`src/rtl/ripple_count_ctrl.sv`:
```
// ripple_count_ctrl
// -----------------
// Synchronous sequencer for an external WIDTH-bit asynchronous ripple counter
// (up or down variant, posedge-clocked, async active-low clear). On a host start
// it clears the counter and then issues single clock pulses. After the clear and
// after every pulse it waits SETTLE cycles for the ripple to propagate, samples
// cnt_val, and stops when the sample equals the requested target. If 2^WIDTH
// pulses have been issued without a match, it reports an error.
//
// Parameters
//   WIDTH   counter width in bits
//   SETTLE  clk cycles waited after each pulse/clear before sampling (1..15)
//
// Ports
//   clk        system clock
//   rst        asynchronous, active-low reset
//   start      operation request, accepted only while idle
//   dir        0 = up counter, 1 = down counter (latched on start)
//   target     value to reach (latched on start)
//   abort      cancels any active operation, with no done pulse
//   busy       high whenever an operation is in progress
//   done       one-cycle completion pulse
//   err        valid with done; 1 = target not reached
//   count_q    last sampled cnt_val
//   pulses     counter clock pulses issued in the current/last operation
//   cnt_clk    registered clock to the ripple counter
//   cnt_rst_n  registered active-low clear to the ripple counter
//   cnt_dir    latched dir, selects the up/down counter variant
//   cnt_val    ripple counter output
//   step_err   (RIPPLE_STEP_CHECK_EN only) the counter did not advance by exactly one step
//
// Build option
//   RIPPLE_STEP_CHECK_EN  When defined, each sample is also checked against the
//                         value expected one step after the previous sample.
//                         The first sample after a clear must be 0. A mismatch
//                         ends the operation with err=1 and step_err=1.

module ripple_count_ctrl #(
  parameter int unsigned WIDTH  = 4,
  parameter int unsigned SETTLE = 3
) (
  input  logic             clk,
  input  logic             rst,
  input  logic             start,
  input  logic             dir,
  input  logic [WIDTH-1:0] target,
  input  logic             abort,
  output logic             busy,
  output logic             done,
  output logic             err,
  output logic [WIDTH-1:0] count_q,
  output logic [WIDTH:0]   pulses,
`ifdef RIPPLE_STEP_CHECK_EN
  output logic             step_err,
`endif
  output logic             cnt_clk,
  output logic             cnt_rst_n,
  output logic             cnt_dir,
  input  logic [WIDTH-1:0] cnt_val
);

  typedef enum logic [2:0] {
    StIdle,
    StClear,
    StSettle,
    StCheck,
    StPulseHi,
    StPulseLo,
    StDone
  } state_e;

  // One full wrap of the counter: reaching this without a match is an error.
  localparam logic [WIDTH:0]   PulseMax   = {1'b1, {WIDTH{1'b0}}};
  localparam logic [3:0]       SettleLast = 4'(SETTLE - 1);
  localparam logic [3:0]       ClearLast  = 4'd1;
  localparam logic [WIDTH-1:0] One        = {{(WIDTH-1){1'b0}}, 1'b1};

  state_e           state;
  logic [WIDTH-1:0] tgt;
  logic [3:0]       wait_cnt;

`ifdef RIPPLE_STEP_CHECK_EN
  logic             first_chk;
  logic [WIDTH-1:0] step_exp;
  logic             step_bad;

  // The sample right after the clear must be 0. Each later sample must be one
  // step from the previous sample in the latched direction.
  always_comb begin
    step_exp = '0;
    if (!first_chk) begin
      step_exp = cnt_dir ? (count_q - One) : (count_q + One);
    end
    step_bad = (cnt_val != step_exp);
  end
`endif

  always_ff @(posedge clk or negedge rst) begin
    if (!rst) begin
      state     <= StIdle;
      tgt       <= '0;
      wait_cnt  <= '0;
      busy      <= 1'b0;
      done      <= 1'b0;
      err       <= 1'b0;
      count_q   <= '0;
      pulses    <= '0;
      cnt_clk   <= 1'b0;
      cnt_rst_n <= 1'b0;
      cnt_dir   <= 1'b0;
`ifdef RIPPLE_STEP_CHECK_EN
      step_err  <= 1'b0;
      first_chk <= 1'b0;
`endif
    end else if (abort && (state != StIdle)) begin
      // Abort wins over everything, including a match in StCheck.
      // count_q and pulses keep their values for inspection.
      state     <= StIdle;
      wait_cnt  <= '0;
      busy      <= 1'b0;
      done      <= 1'b0;
      cnt_clk   <= 1'b0;
      cnt_rst_n <= 1'b1;
    end else begin
      unique case (state)
        StIdle: begin
          done      <= 1'b0;
          cnt_clk   <= 1'b0;
          cnt_rst_n <= 1'b1;
          if (start) begin
            tgt       <= target;
            cnt_dir   <= dir;
            pulses    <= '0;
            err       <= 1'b0;
            wait_cnt  <= '0;
            busy      <= 1'b1;
            cnt_rst_n <= 1'b0;
            state     <= StClear;
`ifdef RIPPLE_STEP_CHECK_EN
            step_err  <= 1'b0;
            first_chk <= 1'b1;
`endif
          end
        end

        // Clear is held low for two cycles.
        StClear: begin
          if (wait_cnt == ClearLast) begin
            wait_cnt  <= '0;
            cnt_rst_n <= 1'b1;
            state     <= StSettle;
          end else begin
            wait_cnt <= wait_cnt + 4'd1;
          end
        end

        // Give the ripple chain time to settle before sampling.
        StSettle: begin
          cnt_clk   <= 1'b0;
          cnt_rst_n <= 1'b1;
          if (wait_cnt == SettleLast) begin
            wait_cnt <= '0;
            state    <= StCheck;
          end else begin
            wait_cnt <= wait_cnt + 4'd1;
          end
        end

        StCheck: begin
          count_q <= cnt_val;
`ifdef RIPPLE_STEP_CHECK_EN
          first_chk <= 1'b0;
          if (step_bad) begin
            err      <= 1'b1;
            step_err <= 1'b1;
            done     <= 1'b1;
            state    <= StDone;
          end else
`endif
          if (cnt_val == tgt) begin
            err   <= 1'b0;
            done  <= 1'b1;
            state <= StDone;
          end else if (pulses == PulseMax) begin
            err   <= 1'b1;
            done  <= 1'b1;
            state <= StDone;
          end else begin
            // The pulse count advances on the same edge that raises cnt_clk.
            cnt_clk <= 1'b1;
            pulses  <= pulses + 1'b1;
            state   <= StPulseHi;
          end
        end

        StPulseHi: begin
          cnt_clk <= 1'b0;
          state   <= StPulseLo;
        end

        StPulseLo: begin
          wait_cnt <= '0;
          state    <= StSettle;
        end

        StDone: begin
          done  <= 1'b0;
          busy  <= 1'b0;
          state <= StIdle;
        end

        default: begin
          busy      <= 1'b0;
          done      <= 1'b0;
          cnt_clk   <= 1'b0;
          cnt_rst_n <= 1'b1;
          state     <= StIdle;
        end
      endcase
    end
  end

endmodule

```
`config.mk`:
```
export PLATFORM = sky130hd
export DESIGN_NAME = ripple_count_ctrl
export DESIGN_NICKNAME = d
export VERILOG_FILES = /design/src/rtl/ripple_count_ctrl.sv
export SDC_FILE = /design/constraint.sdc
export NUM_CORES = 1
export LEC_CHECK = 0
export CORE_MARGIN = 1
export CORE_UTILIZATION = 45
export DETAILED_ROUTE_END_ITERATION = 10
export PLACE_DENSITY = 0.71
export SLEW_MARGIN = 20
export SYNTH_ARGS = -nofsm -noshare
export SYNTH_HDL_FRONTEND = slang
export SYNTH_SLANG_ARGS = --single-unit
```
`constraint.sdc`:
```
create_clock -name clk -period 2.65 [get_ports clk]
set_input_delay 0.265 -clock clk [delete_from_list [all_inputs] [get_ports clk]]
set_output_delay 0.265 -clock clk [all_outputs]
set_load 0.05 [all_outputs]
```
* Yosys cells after proc, flatten, opt, wreduce, memory -nomap -nowiden
Cells that the tools add are included.
** Cells by class
- Muxes and demuxes :: 34
- Bitwise operators :: 1
- $add $sub $neg :: 2
- Eq/ne operators :: 24
- Reduce and logical (&&, ||, !) cells :: 19
** Operators by type and width (count)
- != test 3 bit (second input constant) :: 6
- case mux 3 bit (6 select lines) :: 1
- two-way mux 4 bit :: 4
- case mux 4 bit (4 select lines) :: 1
- two-way mux 5 bit :: 3
- two-way mux 1 bit :: 13
- two-way mux 3 bit :: 4
- case mux 5 bit (2 select lines) :: 1
- AND reduction 2 bit :: 5
- equality test 3 bit (second input constant) :: 3
- AND reduction 3 bit :: 3
- != test 2 x 1 -> 1 bit (second input constant) :: 4
- case mux 1 bit (2 select lines) :: 4
- OR reduction 4 bit :: 2
- equality test 3 x 2 -> 1 bit (second input constant) :: 2
- != test 2 bit (second input constant) :: 3
- adder 5 x 1 -> 5 bit (second input constant) :: 1
- equality test 5 bit (second input constant) :: 1
- AND reduction 5 bit :: 1
- nonzero test 5 bit :: 1
- OR reduction 5 bit :: 1
- adder 4 x 1 -> 4 bit (second input constant) :: 1
- equality test 4 x 1 -> 1 bit (second input constant) :: 1
- equality test 4 x 2 -> 1 bit (second input constant) :: 1
- other kinds (12) :: 13
** Storage, ports and cells
- Bits of input ports :: 13
- Flip-flop bits (word level) :: 26

* Longest topological paths before layout
Gate-level depths: netlist of the first run.
- Depth in word-level cells :: 5
- Depth in mapped cells :: 6
- Mapped depth without buffers :: 6

* Least setup slack after synthesis of the first run
No wires, ideal clock.
- Kind :: flip-flop to flip-flop
- Start :: reg pulses[0]
- End :: reg pulses[0]
- Arrival time :: 1.868 ns
- Slack :: 0.663 ns
- Data required time :: 2.531 ns
- Library setup time :: 0.119 ns
- Cell stages (with the launch flop) :: 7
- Path through :: dfrtp_1 -> inv_1 -> ha_1 -> and4bb_2 -> a41oi_1 -> o32ai_1 -> a21bo_2
** Between the ends
- Cells in the longest elaborated chain, start to end :: 4
** RTL lines
- from (decl) :: RTL line 52 : output logic [WIDTH:0] pulses,
- from (signal assigned) :: RTL line 191 : pulses <= pulses + 1'b1;
- adder 5 x 1 -> 5 bit :: RTL line 191
- two-way mux 5 bit :: RTL line 184 : end else if (pulses == PulseMax) begin
- two-way mux 5 bit :: RTL line 180 : if (cnt_val == tgt) begin
- case mux 5 bit (2 select lines) :: RTL line 125 : unique case (state)
Parallel ways exist; a longest one is shown, timed or not. The select of a mux whose other input is x is not followed.
A chain may end at the register's enable or synchronous reset.

* Worst setup path after layout of the first run
- Start :: reg pulses[2]
- End :: out pulses[2]
No word-level cell between the ends.

==> results of run 1 <==
[layer usage]
layer	GRT usage	vias up	share of wire
li1	-	589	-
met1	0.2372	594	0.45
met2	0.3103	34	0.48
met3	0.02857	5	0.052
met4	0.08163	0	0.012
met5	0	-	0
[worst paths after layout]
kind	end	slack [ns]
max in group asynchronous	pulses[3]	2.12
hold / removal	state[0]	0.28
min in group clk	tgt[3]	0.45
hold reg to reg	cnt_dir	0.52
setup reg to reg	pulses[4]	0.77
setup / recovery	pulses[2]	0.77
[layout make-up]
type,count,area [µm²]
clock inverter,1,30.03
timing repair buffer,30,292.8
clock buffer,3,22.52
fill,266,1230
sequential,26,650.6
inverter,6,22.52
multi-input combinational,109,724.4
tap,44,55.05
[cell families (layout without fill, tap and decap cells)]
group	after synthesis	in the layout	synth area share
AO/OA/AOI/OAI	38	38	0.1857
XOR/XNOR	4	4	0.02452
adder cells (fa/ha/maj)	2	2	0.01751
buffers and inverters	13	40	0.03765
flip-flops	26	26	0.4553
multiplexers	6	6	0.04553
AND/OR/NAND/NOR	59	59	0.2338
[sequential cells by signal (all words and copies together) (netlist names)]
signal,cells
busy,1
cnt_clk,1
cnt_dir,1
cnt_rst_n,1
count_q,4
done,1
err,1
pulses,5
state,3
tgt,4
wait_cnt,4
[layout by cell type (no fill, tap or decap), drive strengths merged, types with 3 or more instances in the layout]
cell	n
nand2	27
clkdlybuf4s50	27
dfrtp	26
o21ai	12
a21oi	8
inv	6
nor2	5
xnor2	4
mux2	4
nand3	4
or3	3
clkbuf	3
buf	3
[Yosys cell counts (2+ instances only)]
master / instances / share of area
dfrtp_1: 26 / 0.46
a41oi_1: 2 / 0.012
a21o_1: 2 / 0.011
inv_1: 6 / 0.016
and4bb_2: 2 / 0.018
buf_2: 4 / 0.014
ha_1: 2 / 0.018
nor2_1: 5 / 0.013
clkbuf_1: 2 / 0.0053
xnor2_1: 4 / 0.025
o21ai_0: 12 / 0.042
nor2b_1: 2 / 0.0088
nand2_1: 27 / 0.071
or3_1: 3 / 0.013
nand4_1: 2 / 0.0088
a2111oi_0: 2 / 0.012
a21oi_1: 8 / 0.028
mux2_2: 4 / 0.032
mux2i_1: 2 / 0.014
nand3_1: 4 / 0.014
[metrics by stage]
step	power (µW)	area [µm²]	utilization	setup WS (ns)
floorplan	1156	1429	-	0.6627
global placement	1378	1745	0.5764	0.8064
detailed placement	1395	1745	0.5764	0.7389
CTS	1674	1798	0.5938	0.7544
global route	1766	1798	0.5938	0.6593
finish	1659	1798	0.5938	0.7672
[power breakdown]
group	internal, µW	switching, µW	leakage (µW)
logic	299	449	0.000394
clock network	153	124	0.0000279
registers	503	131	0.000340
total	954	704	0.000762
==> flow_metrics.tcl, run 1 <==
set metrics [dict create \
    outcome "completed" \
    postCtsSetupRepairBufs 0 \
    ff2ff_path_depth 4 \
    cp_data_required_time_ns 2.38 \
    post_cts_resized 0 \
    drt-initial-drc-count 48 \
    dp.cells 215 \
    grt_pass1_vias 1135 \
    die_w_um 58.35 \
    syn_area_mm2 0.001429 \
    routed_wl_mm 2.934 \
    end_kind "output pin" \
    synth_ff_type "dfrtp_1" \
    worstPathArrival_ns 1.62 \
    cts_root_buffer "clkbuf_4" \
    finalNonFillerCells 219 \
    cts_buffers 3 \
    grt_max_degree 27 \
    critPathBufInv 1 \
    crit_start "pulses[2]" \
    startpoint_type "flip-flop" \
    rows 20 \
    cp_max_fo 6 \
    grt_pass1_wl_mm 4.836 \
    drc_errors 0 \
    io_buffers 27 \
    overflow 0 \
    cts-hold-fix-buffers 0 \
    maxSlewHeadroom 0.6150 \
    die_area_mm2 0.003405 \
    ys_warn_count 0 \
    rsz0062_at_grt "false" \
    hp-class "in -> async" \
    final-setup-viol-count 0 \
    cts_buffer_depth 2 \
    grt_usage 0.1849 \
    insertion_delay_ns 0.32 \
    drt-wirelength-per-cell_um 13.40 \
    crit_path_top_delay_cell "clkdlybuf4s50_1" \
    area_growth_pct 25.83 \
    via_count 1222 \
    ios 28 \
    synthArstFlopShare 1.000 \
    fin_skew_ns 0.002712 \
    numClockSinks 26 \
    hold_viol 0 \
    tightest_slew_ns 0.5775 \
    dpl.hpwl_mm 2.103 \
    vdd_drop_max_mv 0.5556 \
    rr_startpoint "state[2]" \
    syn-num-nets 163 \
    cts_tree "yes" \
    drive_gt1_frac 0.1143 \
    ys_seq_elements 26 \
    final.min_clock_period_ns 1.883 \
    antenna_found_initial 0 \
    cp_slowest_stage_delay_ns 0.83 \
    start_util 0.4719 \
    fin_nets 191 \
    crit_family "buffers and inverters" \
    crit_type "reg -> out" \
    ant_nets 0 \
    first_pass_iters 4 \
    finalSetupTns_ns 0 \
    fmax_mhz 531.1 \
    leakage_uw 0.0007619 \
    seq_area_frac_synth 0.4553 \
    gp_congestion 0.7323 \
    clk_pin_slew_ns 0.15 \
    synth-edff-count 0 \
    min_period_over_period 0.7105 \
    die_h_um 58.35 \
    syn_area_per_cell_um2 9.655 \
    htree_levels 1 \
    num_antenna_cells 0 \
    via_per_inst 5.580 \
    pwr_density_cell_mw_per_mm2 922.7 \
    core-area_mm2 0.003028 \
    finalMaxSlewViolations 0 \
    cp.depth 1 \
    drv_cap 0 \
    path_cells "clkdlybuf4s50_1" \
    whs_ns 0.2822 \
    synth_cell_types 47 \
    netlist_instances 148 \
]
No activity file was read; power rests on OpenSTA's default activity.
==> inputs of run 2 (changes only) <==
==> constraint.sdc (replaced) <==
create_clock -name clk -period 1.8 [get_ports clk]
set_input_delay 0.18 -clock clk [delete_from_list [all_inputs] [get_ports clk]]
set_output_delay 0.18 -clock clk [all_outputs]
set_load 0.05 [all_outputs]
==> run 2 against run 1 <==
Effect of this change:
- die area unchanged
- register-to-register slack got worse by 0.64 ns
- non-clock buffer count increased by 8
- sequential share of layout area decreased by 0.96 points
- clock skew increased by 0.0024 ns
- via count increased by 0.90%
- flip-flop and latch count unchanged
- global-route usage increased by 1.8 points
- count of clock-buffer cells in the layout increased by 1
- sequential power increased by 43%
- final area increased by 3.1%
- largest cell class unchanged
- largest power group unchanged
- highest routed layer unchanged
==> flow_metrics.tcl, run 2 (synthesis results as in run 1) <==
set metrics [dict create \
    drive_gt1_frac 0.1694 \
    crit_family "buffers and inverters" \
    worstPathArrival_ns 1.55 \
    ant_nets 0 \
    die_h_um 58.35 \
    rsz0062_at_grt "false" \
    fin_skew_ns 0.005072 \
    whs_ns 0.2176 \
    layout_common_cells "27 x nand2_1, 26 x clkdlybuf4s50_1, 24 x dfrtp_1" \
    area_growth_pct 29.77 \
    post_cts_resized 0 \
    gp_congestion 0.8049 \
    clk_pin_slew_ns 0.13 \
    hold_viol 0 \
    min_period_over_period 0.9596 \
    insertion_delay_ns 0.31 \
    startpoint_type "flip-flop" \
    maxSlewHeadroom 0.6579 \
    io_buffers 27 \
    outcome "completed" \
    crit_path_top_delay_cell "clkdlybuf4s50_1" \
    drt-wirelength-per-cell_um 13.26 \
    cts_tree "yes" \
    cp.depth 1 \
    critPathBufInv 1 \
    htree_levels 1 \
    dp.cells 223 \
    crit_start "pulses[3]" \
    ios 28 \
    pwr-share-comb 0.501 \
    power.switching_uw 1034 \
    via_per_inst 5.432 \
    pwr-share-clk 0.119 \
    cts_buffer_depth 2 \
    leakage_uw 0.0008112 \
    end_kind "output pin" \
    final-setup-viol-count 0 \
    internal-power_uw 1346 \
    hp-class "in -> async" \
    die_area_mm2 0.003405 \
    cts-hold-fix-buffers 0 \
    cp_data_required_time_ns 1.62 \
    ff2ff_path_depth 4 \
    grt_pass1_vias 1204 \
    seq_power_share 0.380 \
    finalNonFillerCells 227 \
    vdd_drop_max_mv 0.8499 \
    antenna_found_initial 0 \
    cts_buffers 3 \
    layout_commonest_cell "nand2_1" \
    overflow 0 \
    tightest_slew_ns 0.5002 \
    die_w_um 58.35 \
    crit_type "reg -> out" \
    pwr_density_cell_mw_per_mm2 1284 \
    power_uw 2380 \
    dpl.hpwl_mm 2.245 \
    start_util 0.4719 \
    cp_max_fo 5 \
    finalSetupTns_ns 0 \
    core-area_mm2 0.003028 \
    cp_slowest_stage_delay_ns 0.83 \
    grt_max_degree 27 \
    num_antenna_cells 0 \
    first_pass_iters 5 \
    rows 20 \
    via_count 1233 \
    largest_reg_flops 5 \
    finalMaxSlewViolations 0 \
    path_cells "clkdlybuf4s50_1" \
    drv_cap 0 \
    rr_startpoint "state[2]" \
    postCtsSetupRepairBufs 0 \
    final.min_clock_period_ns 1.727 \
    largest_register "pulses" \
    fin_nets 199 \
    grt_pass1_wl_mm 5.368 \
    fmax_mhz 578.9 \
    routed_wl_mm 3.011 \
    drt-initial-drc-count 37 \
    grt_usage 0.2025 \
    numClockSinks 26 \
    cts_root_buffer "clkbuf_4" \
    switching_share 0.4346 \
    drc_errors 0 \
]
==> run 2: cell type report <==
cell class | instances | area (µm²)
clock buffer | 4 | 36.28
fill | 261 | 1174
inverter | 6 | 22.52
multi-input combinational | 109 | 732.0
sequential | 26 | 653.1
tap | 44 | 55.05
timing repair buffer | 38 | 355.3
==> run 2: path summary, 6_finish.rpt <==
kind                        endpoint  slack (ns)
max                        pulses[3]        0.07
max reg2reg                pulses[4]        0.13
min reg2reg                  cnt_dir        0.50
min                             done        0.22
min in group clk              tgt[1]        0.38
max in group asynchronous  pulses[0]        1.32
==> run 2: metrics by stage <==
step / area, µm² / worst slack (ns) / util
final: 1854 / 0.07271 / 0.6124
after detailed placement: 1815 / 0.07802 / 0.5996
after CTS: 1852 / 0.01623 / 0.6116
after floorplan: 1439 / 0.05760 / -
after global routing: 1854 / 0.01231 / 0.6124
after global placement: 1815 / 0.1469 / 0.5996
==> run 2: metal layers <==
| metal | global-route usage | vias to the layer above | routed length (µm) |
|---|---|---|---|
| met4 | 0.06463 | 0 | 17 |
| li1 | - | 609 | - |
| met2 | 0.3218 | 29 | 1401 |
| met3 | 0.02198 | 2 | 99 |
| met5 | 0 | - | 0 |
| met1 | 0.2927 | 593 | 1493 |
==> run 2: power groups by stage <==
stage | Combinational [µW] | Clock, µW | Sequential [µW]
after floorplan | 561 | 0 | 1150
after global placement | 1170 | 0 | 910
after detailed placement | 1190 | 0 | 917
after CTS | 1200 | 298 | 907
after global routing | 1300 | 316 | 938
final | 1190 | 282 | 905
